==> config.mk <==
export PLATFORM = sky130hd
export DESIGN_NAME = i_fetch_unit_flat
export DESIGN_NICKNAME = d
export VERILOG_FILES = /design/src/rtl/i_fetch_unit_if.sv /design/src/rtl/i_fetch_unit.sv /design/src/flat_wrapper.sv
export SDC_FILE = /design/constraint.sdc
export NUM_CORES = 1
export LEC_CHECK = 0
export ABC_AREA = 1
export BUFFER_PORTS_ARGS = -buffer_cell sky130_fd_sc_hd__buf_4
export CORE_MARGIN = 8
export CORE_UTILIZATION = 40
export CTS_BUF_LIST = sky130_fd_sc_hd__clkbuf_16
export CTS_CLUSTER_DIAMETER = 40
export CTS_CLUSTER_SIZE = 25
export DETAILED_ROUTE_END_ITERATION = 8
export GPL_TIMING_DRIVEN = 0
export PLACE_DENSITY_LB_ADDON = 0.2
export SYNTH_ARGS = -nofsm -noshare
export SYNTH_HDL_FRONTEND = slang
export SYNTH_SLANG_ARGS = --single-unit
==> constraint.sdc <==
create_clock -name clk -period 5.7 [get_ports clk]
set_input_delay 0 -clock clk [delete_from_list [all_inputs] [get_ports clk]]
set_output_delay 0 -clock clk [all_outputs]
set_load 0.03 [all_outputs]
==> src/rtl/i_fetch_unit_if.sv <==
// Fetch-stage bus: hazard/redirect controls, instruction-memory handshake and IF/ID outputs.
// The master modport is the fetch unit; the slave modport is its environment.
interface i_fetch_unit_if;
  logic        stall;
  logic        PCSrc;
  logic [31:0] EX_MEM_NPC;
  logic        imem_req;
  logic [31:0] imem_addr;
  logic        imem_ack;
  logic [31:0] imem_rdata;
  logic [31:0] IF_ID_Instr;
  logic [31:0] IF_ID_NPC;
  logic        IF_ID_valid;

  modport master (
    input  stall, PCSrc, EX_MEM_NPC, imem_ack, imem_rdata,
    output imem_req, imem_addr, IF_ID_Instr, IF_ID_NPC, IF_ID_valid
  );

  modport slave (
    output stall, PCSrc, EX_MEM_NPC, imem_ack, imem_rdata,
    input  imem_req, imem_addr, IF_ID_Instr, IF_ID_NPC, IF_ID_valid
  );
endinterface

==> src/rtl/i_fetch_unit.sv <==
// MIPS IF stage: owns the PC, fetches over a req/ack memory handshake, buffers one
// instruction while stalled and drains a killed request after a branch redirect.
module i_fetch_unit #(
  parameter logic [31:0] RESET_PC  = 32'h0000_0000,
  parameter logic [31:0] NOP_INSTR = 32'h0000_0000
) (
  input logic             clk,
  input logic             rst,
  i_fetch_unit_if.master  bus
);

  typedef enum logic [1:0] {
    ST_FETCH = 2'd0,
    ST_HELD  = 2'd1,
    ST_DRAIN = 2'd2
  } state_t;

  state_t      state_q, state_d;
  logic [31:0] pc_q, pc_d;
  logic [31:0] kill_addr_q, kill_addr_d;
  logic [31:0] buf_instr_q, buf_instr_d;
  logic [31:0] buf_npc_q, buf_npc_d;
  logic [31:0] if_id_instr_q, if_id_instr_d;
  logic [31:0] if_id_npc_q, if_id_npc_d;
  logic        if_id_valid_q, if_id_valid_d;

  logic        req_s;
  logic        ack_s;
  logic [31:0] target_s;
  logic [31:0] pc_inc_s;

  // Request is gated by rst so it drops immediately, before the async reset settles.
  assign req_s    = (state_q != ST_HELD) && !rst;
  assign ack_s    = bus.imem_ack && req_s;
  assign target_s = {bus.EX_MEM_NPC[31:2], 2'b00};
  assign pc_inc_s = pc_q + 32'd4;

  assign bus.imem_req    = req_s;
  assign bus.imem_addr   = (state_q == ST_DRAIN) ? kill_addr_q : pc_q;
  assign bus.IF_ID_Instr = if_id_instr_q;
  assign bus.IF_ID_NPC   = if_id_npc_q;
  assign bus.IF_ID_valid = if_id_valid_q;

  // Next-state: redirect beats stall, stall beats load, load beats bubble.
  always_comb begin
    state_d       = state_q;
    pc_d          = pc_q;
    kill_addr_d   = kill_addr_q;
    buf_instr_d   = buf_instr_q;
    buf_npc_d     = buf_npc_q;
    if_id_instr_d = if_id_instr_q;
    if_id_npc_d   = if_id_npc_q;
    if_id_valid_d = if_id_valid_q;
    case (state_q)
      ST_FETCH: begin
        if (bus.PCSrc) begin
          if_id_instr_d = NOP_INSTR;
          if_id_valid_d = 1'b0;
          pc_d          = target_s;
          if (ack_s) begin
            state_d = ST_FETCH;
          end else begin
            kill_addr_d = pc_q;
            state_d     = ST_DRAIN;
          end
        end else if (ack_s) begin
          pc_d = pc_inc_s;
          if (bus.stall) begin
            buf_instr_d = bus.imem_rdata;
            buf_npc_d   = pc_inc_s;
            state_d     = ST_HELD;
          end else begin
            if_id_instr_d = bus.imem_rdata;
            if_id_npc_d   = pc_inc_s;
            if_id_valid_d = 1'b1;
          end
        end else if (bus.stall) begin
          if_id_valid_d = if_id_valid_q;
        end else begin
          if_id_instr_d = NOP_INSTR;
          if_id_valid_d = 1'b0;
        end
      end
      ST_HELD: begin
        if (bus.PCSrc) begin
          if_id_instr_d = NOP_INSTR;
          if_id_valid_d = 1'b0;
          pc_d          = target_s;
          state_d       = ST_FETCH;
        end else if (bus.stall) begin
          state_d = ST_HELD;
        end else begin
          if_id_instr_d = buf_instr_q;
          if_id_npc_d   = buf_npc_q;
          if_id_valid_d = 1'b1;
          state_d       = ST_FETCH;
        end
      end
      ST_DRAIN: begin
        // The killed request's data never reaches IF/ID; only its ack ends the drain.
        if (bus.PCSrc) begin
          pc_d          = target_s;
          if_id_instr_d = NOP_INSTR;
          if_id_valid_d = 1'b0;
        end else if (bus.stall) begin
          if_id_valid_d = if_id_valid_q;
        end else begin
          if_id_instr_d = NOP_INSTR;
          if_id_valid_d = 1'b0;
        end
        if (ack_s) begin
          state_d = ST_FETCH;
        end else begin
          state_d = ST_DRAIN;
        end
      end
      default: begin
        state_d       = ST_FETCH;
        if_id_instr_d = NOP_INSTR;
        if_id_valid_d = 1'b0;
      end
    endcase
  end

  // State and IF/ID pipeline registers.
  always_ff @(posedge clk or posedge rst) begin
    if (rst) begin
      state_q       <= ST_FETCH;
      pc_q          <= RESET_PC;
      kill_addr_q   <= 32'h0000_0000;
      buf_instr_q   <= 32'h0000_0000;
      buf_npc_q     <= 32'h0000_0000;
      if_id_instr_q <= NOP_INSTR;
      if_id_npc_q   <= 32'h0000_0000;
      if_id_valid_q <= 1'b0;
    end else begin
      state_q       <= state_d;
      pc_q          <= pc_d;
      kill_addr_q   <= kill_addr_d;
      buf_instr_q   <= buf_instr_d;
      buf_npc_q     <= buf_npc_d;
      if_id_instr_q <= if_id_instr_d;
      if_id_npc_q   <= if_id_npc_d;
      if_id_valid_q <= if_id_valid_d;
    end
  end

endmodule

==> src/flat_wrapper.sv <==
// flat-port wrapper written by rule: the top's interface ports become plain ports
module i_fetch_unit_flat 
#(
  parameter logic [31:0] RESET_PC  = 32'h0000_0000,
  parameter logic [31:0] NOP_INSTR = 32'h0000_0000
)
  (clk, rst, bus_stall, bus_PCSrc, bus_EX_MEM_NPC, bus_imem_ack, bus_imem_rdata, bus_imem_req, bus_imem_addr, bus_IF_ID_Instr, bus_IF_ID_NPC, bus_IF_ID_valid);
  i_fetch_unit_if bus_i ();
  input logic clk;
  input logic rst;
  input wire logic [$bits(bus_i.stall)-1:0] bus_stall;
  input wire logic [$bits(bus_i.PCSrc)-1:0] bus_PCSrc;
  input wire logic [$bits(bus_i.EX_MEM_NPC)-1:0] bus_EX_MEM_NPC;
  input wire logic [$bits(bus_i.imem_ack)-1:0] bus_imem_ack;
  input wire logic [$bits(bus_i.imem_rdata)-1:0] bus_imem_rdata;
  output wire logic [$bits(bus_i.imem_req)-1:0] bus_imem_req;
  output wire logic [$bits(bus_i.imem_addr)-1:0] bus_imem_addr;
  output wire logic [$bits(bus_i.IF_ID_Instr)-1:0] bus_IF_ID_Instr;
  output wire logic [$bits(bus_i.IF_ID_NPC)-1:0] bus_IF_ID_NPC;
  output wire logic [$bits(bus_i.IF_ID_valid)-1:0] bus_IF_ID_valid;
  assign bus_i.stall = bus_stall;
  assign bus_i.PCSrc = bus_PCSrc;
  assign bus_i.EX_MEM_NPC = bus_EX_MEM_NPC;
  assign bus_i.imem_ack = bus_imem_ack;
  assign bus_i.imem_rdata = bus_imem_rdata;
  assign bus_imem_req = bus_i.imem_req;
  assign bus_imem_addr = bus_i.imem_addr;
  assign bus_IF_ID_Instr = bus_i.IF_ID_Instr;
  assign bus_IF_ID_NPC = bus_i.IF_ID_NPC;
  assign bus_IF_ID_valid = bus_i.IF_ID_valid;
  i_fetch_unit #(.RESET_PC(RESET_PC), .NOP_INSTR(NOP_INSTR)) u_core (.clk(clk), .rst(rst), .bus(bus_i));
endmodule
==> flow_summary_export.csv <==
group,metric,value,unit
run_status,status,"finished clean",
run,cap_violations,0,
clock_network,clock_latency,0.43,ns
finish,num-fill-cells,2506,
sta,rsz0062_at_grt,"no",
logic_synthesis,netlist_area,9990,um^2
sta,slew_headroom,0.560,
floorplan,dieArea,30300,um^2
placed_design,io_buffers,158,
logic_synthesis,yosys_warnings,0,
drt,vias_per_cell,5.08,
power_and_ir_drop,p_sw_frac,0.481,
placed_design,place_congestion,0.865,
power_and_ir_drop,leakagePower,0.00626,uW
clock_network,cts.clk_slew.worst_paths,0.07,ns
clock_network,cts_tree,"done",
sta,holdWs,0.125,ns
finish,seq_area,4680,um^2
logic_synthesis,ys_ff_latch,187,
worst_setup_path,worstPathMaxFanout,10,
logic_synthesis,syn_inst,1400,
drt,wl_per_cell,17.0,um
global_routing,grt_usage,0.220,
power_and_ir_drop,clockPowerShare,0.156,
drt,routed-via-count,10100,
logic_synthesis,netlist_top_cells_count,"nand2_1, dfrtp_1, o21ai_0",
sta,post-route-period-util,0.428,
clock_network,cts-root-buf,"clkbuf_16",
logic_synthesis,synth_ff_type,"dfrtp_1",
floorplan,start_util,0.403,
finish,diodes,0,
logic_synthesis,avgSynthCellArea,7.14,um^2
power_and_ir_drop,p_per_area,540,nW/um^2
sta,worst_slew_pin_slew,0.660,ns
global_routing,first_global_vias,10000,
floorplan,io_pins,167,
global_routing,antenna_found_initial,0,
worst_setup_path,critPathArrivalTime,2.44,ns
power_and_ir_drop,switchingPower,3320,uW
clock_network,htreeDepth,4,
placed_design,dp_hpwl,25.3,mm
global_routing,grt-ovfl-total,0,
logic_synthesis,yosysMostFrequentCell,"nand2_1",
logic_synthesis,synth_top_area_share,0.468,
global_routing,grt_max_degree,111,
floorplan,die_w,174,um
logic_synthesis,ys_top_cells_by_area,"dfrtp_1, nand2_1, o21ai_0",
drt,drtAntennaViolNets,0,
min_path,hp-class,"in2reg",
sta,final_max_slew_viol_count,0,
clock_network,cts_buffers,17,
power_and_ir_drop,internal_power,3580,uW
worst_setup_path,r2r_start,"u_core.state_q[0]",
sta,period_minus_slack,2.44,ns
sta,finalHoldViolCount,0,
drt,drt_iter0_drc,955,
drt,wl,33.8,mm
power_and_ir_drop,ir_drop,285,uV
worst_setup_path,reg2reg_depth,10,
logic_synthesis,yosysTopAreaCell,"dfrtp_1",
worst_setup_path,end_kind,"output pin",
logic_synthesis,async_flop_share,1.00,
sta,fmax,410,MHz
finish,final_core_util,0.515,
power_and_ir_drop,share_seq_of_total_power,0.341,
drt,drcViolationCount,0,
floorplan,die_h,174,um
drt,first_pass_iters,8,
clock_network,cts.sinks,187,
finish,drive_gt1_frac,0.143,
logic_synthesis,synth_edf_count,0,
min_path,hp-start,"bus_stall",
worst_setup_path,r2r_slack,3.35,ns
sta,finalClockSkew,0.0150,ns
worst_setup_path,path_class,"reg2out",
finish,layout.nets,1718,
finish,multi_input_area,4670,um^2
power_and_ir_drop,p_comb_frac,0.503,
finish,syn_to_final_growth,27.8,%
min_path,worstHoldEndpoint,"u_core.bus.IF_ID_Instr[29]",
logic_synthesis,ys_types,32,
worst_setup_path,cp_data_required_time,5.70,ns
clock_network,cts.path.max_buffers,2,
floorplan,core_area,24800,um^2
sta,setup_violations,0,
worst_setup_path,rr_endpoint,"u_core.bus.IF_ID_Instr[4]",
min_path,holdPathStages,5,
worst_setup_path,cp-start-kind,"register",
logic_synthesis,synth-seq-area-share,0.468,
floorplan,rows,58,
global_routing,grt_pass1_wl,53.6,mm
stage by stage:
step / setup TNS (ns) / total power [uW] / cells / area (um^2) / setup WS (ns)
6_report: 0 / 6900 / 1985 / 12800 / 3.26
5_1_grt: 0 / 7400 / 1985 / 12800 / 3.11
4_1_cts: 0 / 6930 / 1985 / 12800 / 3.20
3_5_place_dp: 0 / 5810 / 1892 / 11600 / 3.40
3_3_place_gp: -355.38 / 5740 / 1891 / 11600 / -1.92
2_1_floorplan: 0 / 4510 / 1403 / 10000 / 0.615
worst max-delay path, cell delays in order, from the launching register on:
cell and delay (ns):
dfrtp_1 0.40, inv_1 0.10, ha_1 0.14, clkbuf_1 0.47
clkbuf_1 0.48, o21ai_0 0.21, buf_4 0.20
metal layers:
metal  global-route usage  wire, um
met5                    0         0
met2                0.374     16500
met4               0.0595       542
met1                0.284     15100
met3               0.0388      1690
cells in the final DEF, fill, tap and decap left out, types with 4 or more instances in the layout:
master / Yosys / layout
buf_4: 9 / 167
nand2_1: 543 / 543
clkbuf_16: 0 / 17
nor3_1: 32 / 32
buf_2: 23 / 23
o21ai_0: 169 / 169
inv_1: 59 / 60
inv_2: 6 / 6
conb_1: 1 / 4
nand3_1: 44 / 44
clkinv_2: 0 / 4
nand4_1: 4 / 4
dlygate4sd3_1: 0 / 63
dfrtp_1: 187 / 187
ha_1: 5 / 5
clkbuf_1: 50 / 50
nor2_2: 4 / 4
a31oi_1: 44 / 44
buf_1: 6 / 6
xor2_1: 7 / 7
a21oi_1: 71 / 71
nor2_1: 118 / 118
state kept, by name (all words and copies together), names as in the netlist:
signal and cells:
u_core.buf_instr_q 32, u_core.bus.IF_ID_Instr 32, u_core.buf_npc_q 30, u_core.bus.IF_ID_NPC 30
u_core.kill_addr_q 30, u_core.pc_q 30, u_core.state_q 2, u_core.bus.IF_ID_valid 1
how the worst max path moves through the flow:
| stage | startpoint | endpoint | slack, ns | depth (start not counted) |
|---|---|---|---|---|
| floorplan | rst | u_core.buf_instr_q[0] | 0.61 | 1 |
| global placement | rst | u_core.kill_addr_q[30] | -1.92 | 2 |
| detailed placement | u_core.state_q[0] | u_core.bus.IF_ID_Instr[4] | 3.40 | 10 |
| CTS | u_core.state_q[0] | bus_imem_addr[31] | 3.20 | 6 |
| global route | u_core.state_q[0] | bus_imem_addr[31] | 3.11 | 6 |
| finish | u_core.state_q[0] | bus_imem_addr[31] | 3.26 | 6 |
area by class of cell:
type	instances	share of cell area
Buffer	89	0.0316
Clock buffer	17	0.0333
Clock inverter	13	0.00627
Inverter	67	0.0203
Multi-Input combinational cell	1060	0.365
Sequential cell	187	0.366
Tap cell	330	0.0323
Timing Repair Buffer	222	0.144
power by group through the flow:
stage	clock, uW	combinational [uW]	sequential [uW]
finish	1080	3470	2350
global route	1150	3830	2420
CTS	1100	3490	2340
detailed placement	0	3440	2360
global placement	0	3390	2350
floorplan	0	1950	2560
what timing repair did:
action / CTS / global route
hold buffers: 63 / 0
resized for setup: 0 / 0
setup endpoints to repair: 0 / 0
buffers inserted: 0 / 0
endpoints found under the hold margin: 164 / 0
cells by family after synthesis:
logic type / synth area share
AND/OR/NAND/NOR: 0.299
AO/OA/AOI/OAI: 0.151
flip-flops: 0.468
buffers and inverters: 0.0656
XOR/XNOR: 0.00614
adder cells (fa/ha/maj): 0.00626
multiplexers: 0.00301
other: 0.000375
Note: power is estimated with default switching activity, not from simulation.
